--- src/rtl/mem_port_arbiter_if.sv ---
`default_nettype none
// +----------------------------------------------------------------------------+
// | mem_port_arbiter_if                                                        |
// | Request, response and memory-side signals of the IF/DM memory arbiter.     |
// | Rev 1.0 - initial release                                                  |
// +----------------------------------------------------------------------------+
interface mem_port_arbiter_if;
   logic        if_req_valid;
   logic        if_req_ready;
   logic [31:0] if_addr;
   logic        if_rsp_valid;
   logic [31:0] if_rsp_data;

   logic        dm_req_valid;
   logic        dm_req_ready;
   logic [31:0] dm_addr;
   logic [31:0] dm_wdata;
   logic        dm_we;
   logic [1:0]  dm_size;
   logic        dm_signed;
   logic        dm_rsp_valid;
   logic [31:0] dm_rsp_data;

   logic        mem_en;
   logic        mem_we;
   logic [31:0] mem_addr;
   logic [31:0] mem_wdata;
   logic [1:0]  mem_size;
   logic        mem_signed;
   logic [31:0] mem_rdata;

   logic        owner;
   logic        busy;

   // Arbiter side
   modport slave (
      input  if_req_valid, if_addr,
      input  dm_req_valid, dm_addr, dm_wdata, dm_we, dm_size, dm_signed,
      input  mem_rdata,
      output if_req_ready, if_rsp_valid, if_rsp_data,
      output dm_req_ready, dm_rsp_valid, dm_rsp_data,
      output mem_en, mem_we, mem_addr, mem_wdata, mem_size, mem_signed,
      output owner, busy
   );

   // Requester and memory side
   modport master (
      output if_req_valid, if_addr,
      output dm_req_valid, dm_addr, dm_wdata, dm_we, dm_size, dm_signed,
      output mem_rdata,
      input  if_req_ready, if_rsp_valid, if_rsp_data,
      input  dm_req_ready, dm_rsp_valid, dm_rsp_data,
      input  mem_en, mem_we, mem_addr, mem_wdata, mem_size, mem_signed,
      input  owner, busy
   );
endinterface
`default_nettype wire

--- src/rtl/mem_port_arbiter.sv ---
`default_nettype none
// +----------------------------------------------------------------------------+
// | mem_port_arbiter                                                           |
// | Shares one single-ported memory between instruction fetch and data access. |
// | Rev 1.0 - initial release                                                  |
// +----------------------------------------------------------------------------+
module mem_port_arbiter #(
   parameter int MEM_LATENCY  = 2,
   parameter int STARVE_LIMIT = 8
) (
   input  logic              clock,
   input  logic              reset,
   mem_port_arbiter_if.slave bus_io
);

   localparam int               LAT_W         = (MEM_LATENCY > 1) ? $clog2(MEM_LATENCY) : 1;
   localparam logic [LAT_W-1:0] LAT_INIT      = LAT_W'(MEM_LATENCY - 1);
   localparam logic [7:0]       STARVE_THRESH = (STARVE_LIMIT > 255) ? 8'd255 : 8'(STARVE_LIMIT);

   localparam logic [1:0] ST_IDLE   = 2'd0;
   localparam logic [1:0] ST_ACCESS = 2'd1;
   localparam logic [1:0] ST_RESP   = 2'd2;

   logic [1:0]       state_q,    state_d;
   logic [7:0]       wait_cnt_q, wait_cnt_d;
   logic [LAT_W-1:0] lat_cnt_q,  lat_cnt_d;
   logic [31:0]      addr_q,     addr_d;
   logic [31:0]      wdata_q,    wdata_d;
   logic             we_q,       we_d;
   logic [1:0]       size_q,     size_d;
   logic             signed_q,   signed_d;
   logic             owner_q,    owner_d;
   logic             issue_q,    issue_d;

   logic             idle;
   logic             starved;
   logic             if_grant;
   logic             dm_grant;
   logic             resp;

   assign idle    = (state_q == ST_IDLE);
   assign starved = (wait_cnt_q >= STARVE_THRESH);
   assign resp    = (state_q == ST_RESP);

   // DM wins ties unless IF has been waiting long enough.
   assign if_grant = idle && !reset && bus_io.if_req_valid &&
                     (!bus_io.dm_req_valid || starved);
   assign dm_grant = idle && !reset && bus_io.dm_req_valid && !if_grant;

   always_comb begin
      state_d    = state_q;
      lat_cnt_d  = lat_cnt_q;
      addr_d     = addr_q;
      wdata_d    = wdata_q;
      we_d       = we_q;
      size_d     = size_q;
      signed_d   = signed_q;
      owner_d    = owner_q;
      issue_d    = 1'b0;

      case (state_q)
         ST_IDLE: begin
            if (if_grant) begin
               addr_d    = bus_io.if_addr;
               wdata_d   = 32'h0;
               we_d      = 1'b0;
               size_d    = 2'd2;
               signed_d  = 1'b0;
               owner_d   = 1'b0;
               lat_cnt_d = LAT_INIT;
               issue_d   = 1'b1;
               state_d   = ST_ACCESS;
            end else if (dm_grant) begin
               addr_d    = bus_io.dm_addr;
               wdata_d   = bus_io.dm_wdata;
               we_d      = bus_io.dm_we;
               size_d    = bus_io.dm_size;
               signed_d  = bus_io.dm_signed;
               owner_d   = 1'b1;
               lat_cnt_d = LAT_INIT;
               issue_d   = 1'b1;
               state_d   = ST_ACCESS;
            end
         end
         ST_ACCESS: begin
            if (lat_cnt_q == '0) begin
               state_d = ST_RESP;
            end else begin
               lat_cnt_d = lat_cnt_q - LAT_W'(1);
            end
         end
         ST_RESP: begin
            state_d = ST_IDLE;
         end
         default: begin
            state_d = ST_IDLE;
         end
      endcase
   end

   always_comb begin
      wait_cnt_d = wait_cnt_q;
      if (!bus_io.if_req_valid || if_grant) begin
         wait_cnt_d = 8'd0;
      end else if (wait_cnt_q != 8'hFF) begin
         wait_cnt_d = wait_cnt_q + 8'd1;
      end
   end

   always_ff @(posedge clock or posedge reset) begin
      if (reset) begin
         state_q    <= ST_IDLE;
         wait_cnt_q <= 8'd0;
         lat_cnt_q  <= '0;
         addr_q     <= 32'h0;
         wdata_q    <= 32'h0;
         we_q       <= 1'b0;
         size_q     <= 2'd0;
         signed_q   <= 1'b0;
         owner_q    <= 1'b0;
         issue_q    <= 1'b0;
      end else begin
         state_q    <= state_d;
         wait_cnt_q <= wait_cnt_d;
         lat_cnt_q  <= lat_cnt_d;
         addr_q     <= addr_d;
         wdata_q    <= wdata_d;
         we_q       <= we_d;
         size_q     <= size_d;
         signed_q   <= signed_d;
         owner_q    <= owner_d;
         issue_q    <= issue_d;
      end
   end

   assign bus_io.if_req_ready = if_grant;
   assign bus_io.dm_req_ready = dm_grant;

   // Read data passes straight through in the response cycle; stores return 0.
   assign bus_io.if_rsp_valid = resp && !owner_q;
   assign bus_io.if_rsp_data  = (resp && !owner_q) ? bus_io.mem_rdata : 32'h0;
   assign bus_io.dm_rsp_valid = resp && owner_q;
   assign bus_io.dm_rsp_data  = (resp && owner_q && !we_q) ? bus_io.mem_rdata : 32'h0;

   assign bus_io.mem_en     = issue_q;
   assign bus_io.mem_we     = issue_q && we_q;
   assign bus_io.mem_addr   = addr_q;
   assign bus_io.mem_wdata  = wdata_q;
   assign bus_io.mem_size   = size_q;
   assign bus_io.mem_signed = signed_q;

   assign bus_io.owner = owner_q;
   assign bus_io.busy  = !idle;

endmodule
`default_nettype wire
--- src/flat_wrapper.sv ---
// flat-port wrapper written by rule: the top's interface ports become plain ports
module mem_port_arbiter_flat 
#(
   parameter int MEM_LATENCY  = 2,
   parameter int STARVE_LIMIT = 8
)
  (clock, reset, bus_io_if_req_valid, bus_io_if_addr, bus_io_dm_req_valid, bus_io_dm_addr, bus_io_dm_wdata, bus_io_dm_we, bus_io_dm_size, bus_io_dm_signed, bus_io_mem_rdata, bus_io_if_req_ready, bus_io_if_rsp_valid, bus_io_if_rsp_data, bus_io_dm_req_ready, bus_io_dm_rsp_valid, bus_io_dm_rsp_data, bus_io_mem_en, bus_io_mem_we, bus_io_mem_addr, bus_io_mem_wdata, bus_io_mem_size, bus_io_mem_signed, bus_io_owner, bus_io_busy);
  mem_port_arbiter_if bus_io_i ();
  input  logic clock;
  input  logic reset;
  input wire logic [$bits(bus_io_i.if_req_valid)-1:0] bus_io_if_req_valid;
  input wire logic [$bits(bus_io_i.if_addr)-1:0] bus_io_if_addr;
  input wire logic [$bits(bus_io_i.dm_req_valid)-1:0] bus_io_dm_req_valid;
  input wire logic [$bits(bus_io_i.dm_addr)-1:0] bus_io_dm_addr;
  input wire logic [$bits(bus_io_i.dm_wdata)-1:0] bus_io_dm_wdata;
  input wire logic [$bits(bus_io_i.dm_we)-1:0] bus_io_dm_we;
  input wire logic [$bits(bus_io_i.dm_size)-1:0] bus_io_dm_size;
  input wire logic [$bits(bus_io_i.dm_signed)-1:0] bus_io_dm_signed;
  input wire logic [$bits(bus_io_i.mem_rdata)-1:0] bus_io_mem_rdata;
  output wire logic [$bits(bus_io_i.if_req_ready)-1:0] bus_io_if_req_ready;
  output wire logic [$bits(bus_io_i.if_rsp_valid)-1:0] bus_io_if_rsp_valid;
  output wire logic [$bits(bus_io_i.if_rsp_data)-1:0] bus_io_if_rsp_data;
  output wire logic [$bits(bus_io_i.dm_req_ready)-1:0] bus_io_dm_req_ready;
  output wire logic [$bits(bus_io_i.dm_rsp_valid)-1:0] bus_io_dm_rsp_valid;
  output wire logic [$bits(bus_io_i.dm_rsp_data)-1:0] bus_io_dm_rsp_data;
  output wire logic [$bits(bus_io_i.mem_en)-1:0] bus_io_mem_en;
  output wire logic [$bits(bus_io_i.mem_we)-1:0] bus_io_mem_we;
  output wire logic [$bits(bus_io_i.mem_addr)-1:0] bus_io_mem_addr;
  output wire logic [$bits(bus_io_i.mem_wdata)-1:0] bus_io_mem_wdata;
  output wire logic [$bits(bus_io_i.mem_size)-1:0] bus_io_mem_size;
  output wire logic [$bits(bus_io_i.mem_signed)-1:0] bus_io_mem_signed;
  output wire logic [$bits(bus_io_i.owner)-1:0] bus_io_owner;
  output wire logic [$bits(bus_io_i.busy)-1:0] bus_io_busy;
  assign bus_io_i.if_req_valid = bus_io_if_req_valid;
  assign bus_io_i.if_addr = bus_io_if_addr;
  assign bus_io_i.dm_req_valid = bus_io_dm_req_valid;
  assign bus_io_i.dm_addr = bus_io_dm_addr;
  assign bus_io_i.dm_wdata = bus_io_dm_wdata;
  assign bus_io_i.dm_we = bus_io_dm_we;
  assign bus_io_i.dm_size = bus_io_dm_size;
  assign bus_io_i.dm_signed = bus_io_dm_signed;
  assign bus_io_i.mem_rdata = bus_io_mem_rdata;
  assign bus_io_if_req_ready = bus_io_i.if_req_ready;
  assign bus_io_if_rsp_valid = bus_io_i.if_rsp_valid;
  assign bus_io_if_rsp_data = bus_io_i.if_rsp_data;
  assign bus_io_dm_req_ready = bus_io_i.dm_req_ready;
  assign bus_io_dm_rsp_valid = bus_io_i.dm_rsp_valid;
  assign bus_io_dm_rsp_data = bus_io_i.dm_rsp_data;
  assign bus_io_mem_en = bus_io_i.mem_en;
  assign bus_io_mem_we = bus_io_i.mem_we;
  assign bus_io_mem_addr = bus_io_i.mem_addr;
  assign bus_io_mem_wdata = bus_io_i.mem_wdata;
  assign bus_io_mem_size = bus_io_i.mem_size;
  assign bus_io_mem_signed = bus_io_i.mem_signed;
  assign bus_io_owner = bus_io_i.owner;
  assign bus_io_busy = bus_io_i.busy;
  mem_port_arbiter #(.MEM_LATENCY(MEM_LATENCY), .STARVE_LIMIT(STARVE_LIMIT)) u_core (.clock(clock), .reset(reset), .bus_io(bus_io_i));
endmodule
--- config.mk ---
export PLATFORM = sky130hd
export DESIGN_NAME = mem_port_arbiter_flat
export DESIGN_NICKNAME = d
export VERILOG_FILES = /design/src/rtl/mem_port_arbiter_if.sv /design/src/rtl/mem_port_arbiter.sv /design/src/flat_wrapper.sv
export SDC_FILE = /design/constraint.sdc
export NUM_CORES = 1
export LEC_CHECK = 0
export ABC_AREA = 1
export CAP_MARGIN = 10
export CORE_UTILIZATION = 38
export CTS_BUF_LIST = sky130_fd_sc_hd__clkbuf_4
export DETAILED_ROUTE_END_ITERATION = 16
export PLACE_DENSITY = 0.85
export SETUP_SLACK_MARGIN = 0.02
export SYNTH_ARGS = -nofsm -noshare
export SYNTH_HDL_FRONTEND = slang
export SYNTH_SLANG_ARGS = --single-unit
export TNS_END_PERCENT = 20
--- constraint.sdc ---
create_clock -name clock -period 6.4 [get_ports clock]
set_input_delay 1.28 -clock clock [delete_from_list [all_inputs] [get_ports clock]]
set_output_delay 1.28 -clock clock [all_outputs]
set_load 0.02 [all_outputs]
==> metrics.md <==
| Metric | Value |
|---|---|
| Cts hold-fix bufs | 0 |
| Number of vias per cell | between 4 and 5 |
| First-pass iteration count of the detailed router | 4 |
| Cell area after layout | 7216 um2 |
| Sequential fraction of the synthesis area | around 47% |
| Setup ws final | 1470 ps |
| Crit Path Max Fanout | 36 |
| Clock Tree Buf Depth | 2 |
| RD Place Congestion | ~0.8 |
| Antenna violations before repair | 0 |
| Final ANT Viol Nets | 0 |
| WL met1 | 4.935 mm |
| R2R Path Start | u_core.wait_cnt_q[3] |
| Unrepaired setup endpoints after global routing | false |
| Warnings from Yosys | 0 |
| Reg2Reg Setup Slack | 3280 ps |
| Main area contributors after synthesis | dfrtp_1 47%, nand2_1 19%, inv_1 10% |
| Average size of a mapped cell | between 6 and 7 um2 |
| DR iter-0 viols | 306 |
| Fin. Hold Viols | 0 |
| Clk sink count | 81 |
| Layout filler cell count | slightly above 900 |
| Largest net degree at the start of global routing | slightly above 80 |
| Die X | 108.1 um |
| Diodes inserted | 0 |
| Fin nets | 1,023 |
| Final global-route overflow total | 0 |
| GRT Total Usage | 23.06% |
| Worst Clk Skew | between 8 and 9 ps |
| Critical Path Source Type | input port |
| Io pins | 275 |
| Power density cells | ~350 nW/um2 |
| Synth-to-layout area growth | 68.72% |
| Peak VDD IR | ~0.2 mV |
| Pint | about 0.0015 W |
| Req. time, crit path | just over 5000 ps |
| Post-synth cell types | 23 |
| Clock root buffer | clkbuf_4 |
| Fin crit share | 77.04% |
| Worst-Skew Late Latency | 430 ps |
| P_sw | 0.001068 W |
| Clock share of power | 12.2% |
| H-tree depth | 3 |
| Final HPWL DP | 10.13 mm |
| Crit path kind | in -> out |
| DP Area | 7069 um2 |
| Pre-CTS WS | roughly 1500 ps |
| Yosys reg bits | 81 |
| CP endpoint kind | primary output |
| Post-synth top area share | a little under half |
| Clock slew at reported path FFs | around 130 ps |
| Hold Path Origin | u_core.lat_cnt_q |
| Final setup viols | 0 |
| Min cycle time layout | 4930 ps |
| Post-synth ARST share | 100.0% |
| Setup bufs post-CTS | 0 |
| Final wirelength | 13.29 mm |
| DRC | 0 |
| Rows | 38 |
| Max Freq | 202.8 MHz |
| Setup TNS | 0 ps |
| DR WL met3 | 1.024 mm |
| Non-filler instance count after layout | just over 1,000 |
| Max-Cap Viols | 0 |
| Net Sw Frac | 41.99% |
| Port buffer count | 274 |
| CTS-repair resized insts | 0 |
| Via count | 4,650 |
| Hold EP | u_core.state_q[1] |
| CTS Buf Count | 9 |
| Cell taking the most area after synthesis | dfrtp_1 |
| Top_reg_cell synth | dfrtp_1 |
| Die H | 108.1 um |
| Max Slew Vio Count | 0 |
| Leak | between 3 and 4 nW |
| Highest metal used | met4 |
| DR WL met2 | 6.741 mm |
| R2r endpoint | u_core.state_q[0] |
| Total die area | 11,680 um2 |
| Vias in the first global route | 4,355 |
| Placed insts | 1,014 |
| Mapped Area | 4277 um2 |
| Top cells by count, synth | 220 x nand2_1, 118 x inv_1, 81 x dfrtp_1, 81 x nor2_1, 72 x nand3_1 |
| Logic pwr share | between 50% and 60% |
| Reg power frac | roughly 33% |
| Most common cell in the netlist | nand2_1 |
| EDFF count, synth | 0 |
| Area occupied by multi-input gates | 1643 um2 |
| Routed len/inst | roughly 13 um |
| FF+latch area | approximately 2000 um2 |
| Core area | 10,890 um2 |
| Worst-margin pin slew | 1128 ps |
| Syn nets | 763 |
| Worst hold slack | 437.4 ps |
| Critical Path AT | 3650 ps |
| Initial core utilization | 39.28% |
| CTS tree | done |
| Mapped Cells | 625 |
| Global-route wire length before repair | 20.64 mm |
| Reg2Reg Depth | 8 |
| Status | completed |
| Hold Crit Class | reg -> reg |
| Rel. slew slack | 24.80% |
| WHS Path Cells | 1 |
| Layout cells sized above 1 | 3.146% |
==> final cells by class <==
| type | count | area share [%] |
|---|---|---|
| multi-input combinational | 395 | 22.77 |
| clock buffer | 9 | 0.9364 |
| sequential | 81 | 28.09 |
| tap | 140 | 2.428 |
| timing repair buffer | 278 | 38.43 |
| clock inverter | 7 | 1.092 |
| inverter | 120 | 6.260 |
==> cells in the final DEF, fill, tap and decap left out, types with 3 or more instances in the layout <==
cell	count
clkdlybuf4s50_1	274
nand2_1	220
inv_1	117
nor2_1	81
dfrtp_1	81
nand3_1	72
clkbuf_4	9
o21ai_0	6
buf_4	4
a21oi_1	3
clkinvlp_4	3
==> how the worst max path moves through the flow <==
| stage | from | end | slack (ps) |
|---|---|---|---|
| floorplan | reset | bus_io_if_req_ready | 1010 |
| global placement | reset | bus_io_dm_req_ready | 1490 |
| detailed placement | bus_io_dm_req_valid | bus_io_dm_req_ready | 1490 |
| CTS | bus_io_dm_req_valid | bus_io_dm_req_ready | 1450 |
| global route | bus_io_dm_req_valid | bus_io_dm_req_ready | 1330 |
| finish | bus_io_dm_req_valid | bus_io_dm_req_ready | 1470 |
==> power groups by stage <==
| stage | Sequential, W | Combinational [W] | Clock [W] |
|---|---|---|---|
| after detailed placement | 0.000853 | 0.00141 | 0 |
| after floorplan | 0.00110 | 0.000454 | 0 |
| after CTS | 0.000847 | 0.00141 | 0.000322 |
| after global routing | 0.000873 | 0.00150 | 0.000343 |
| final | 0.000845 | 0.00139 | 0.000309 |
| after global placement | 0.000851 | 0.00138 | 0 |
==> critical path, cell delays in order <==
cell	delay [ps]
clkdlybuf4s50_1	450
inv_1	60
nor2_1	130
nand3_2	80
buf_4	250
nand2_2	120
nand2_1	80
inv_2	450
clkdlybuf4s50_1	730
==> per-layer routing <==
metal	vias up	track usage, %
met5	-	0
met4	0	13.99
met3	36	5.063
met2	196	42.13
met1	2066	23.97
li1	2352	-
==> per-stage QoR <==
step / total power [W] / utilization (%)
final: 0.002543 / 66.27
after global routing: 0.002713 / 66.27
after CTS: 0.002575 / 66.27
after detailed placement: 0.002259 / 64.93
after global placement: 0.002233 / 64.93
after floorplan: 0.001551 / -
==> state kept, by name (all words and copies together) (netlist names) <==
name and count:
u_core.bus_io.mem_addr 32, u_core.bus_io.mem_en 1, u_core.bus_io.mem_signed 1, u_core.bus_io.mem_size 2, u_core.bus_io.mem_wdata 32, u_core.bus_io.owner 1
u_core.lat_cnt_q 1, u_core.state_q 2, u_core.wait_cnt_q 8, u_core.we_q 1
==> cell families after synthesis <==
family	Yosys count	share of synthesized area, %
compound gates	9	1.053
simple gates	383	36.57
buf+inv	149	14.19
flops	81	47.40
xor+xnor	1	0.2048
fa+ha+maj	2	0.5850
No activity file was read; power rests on OpenSTA's default activity.
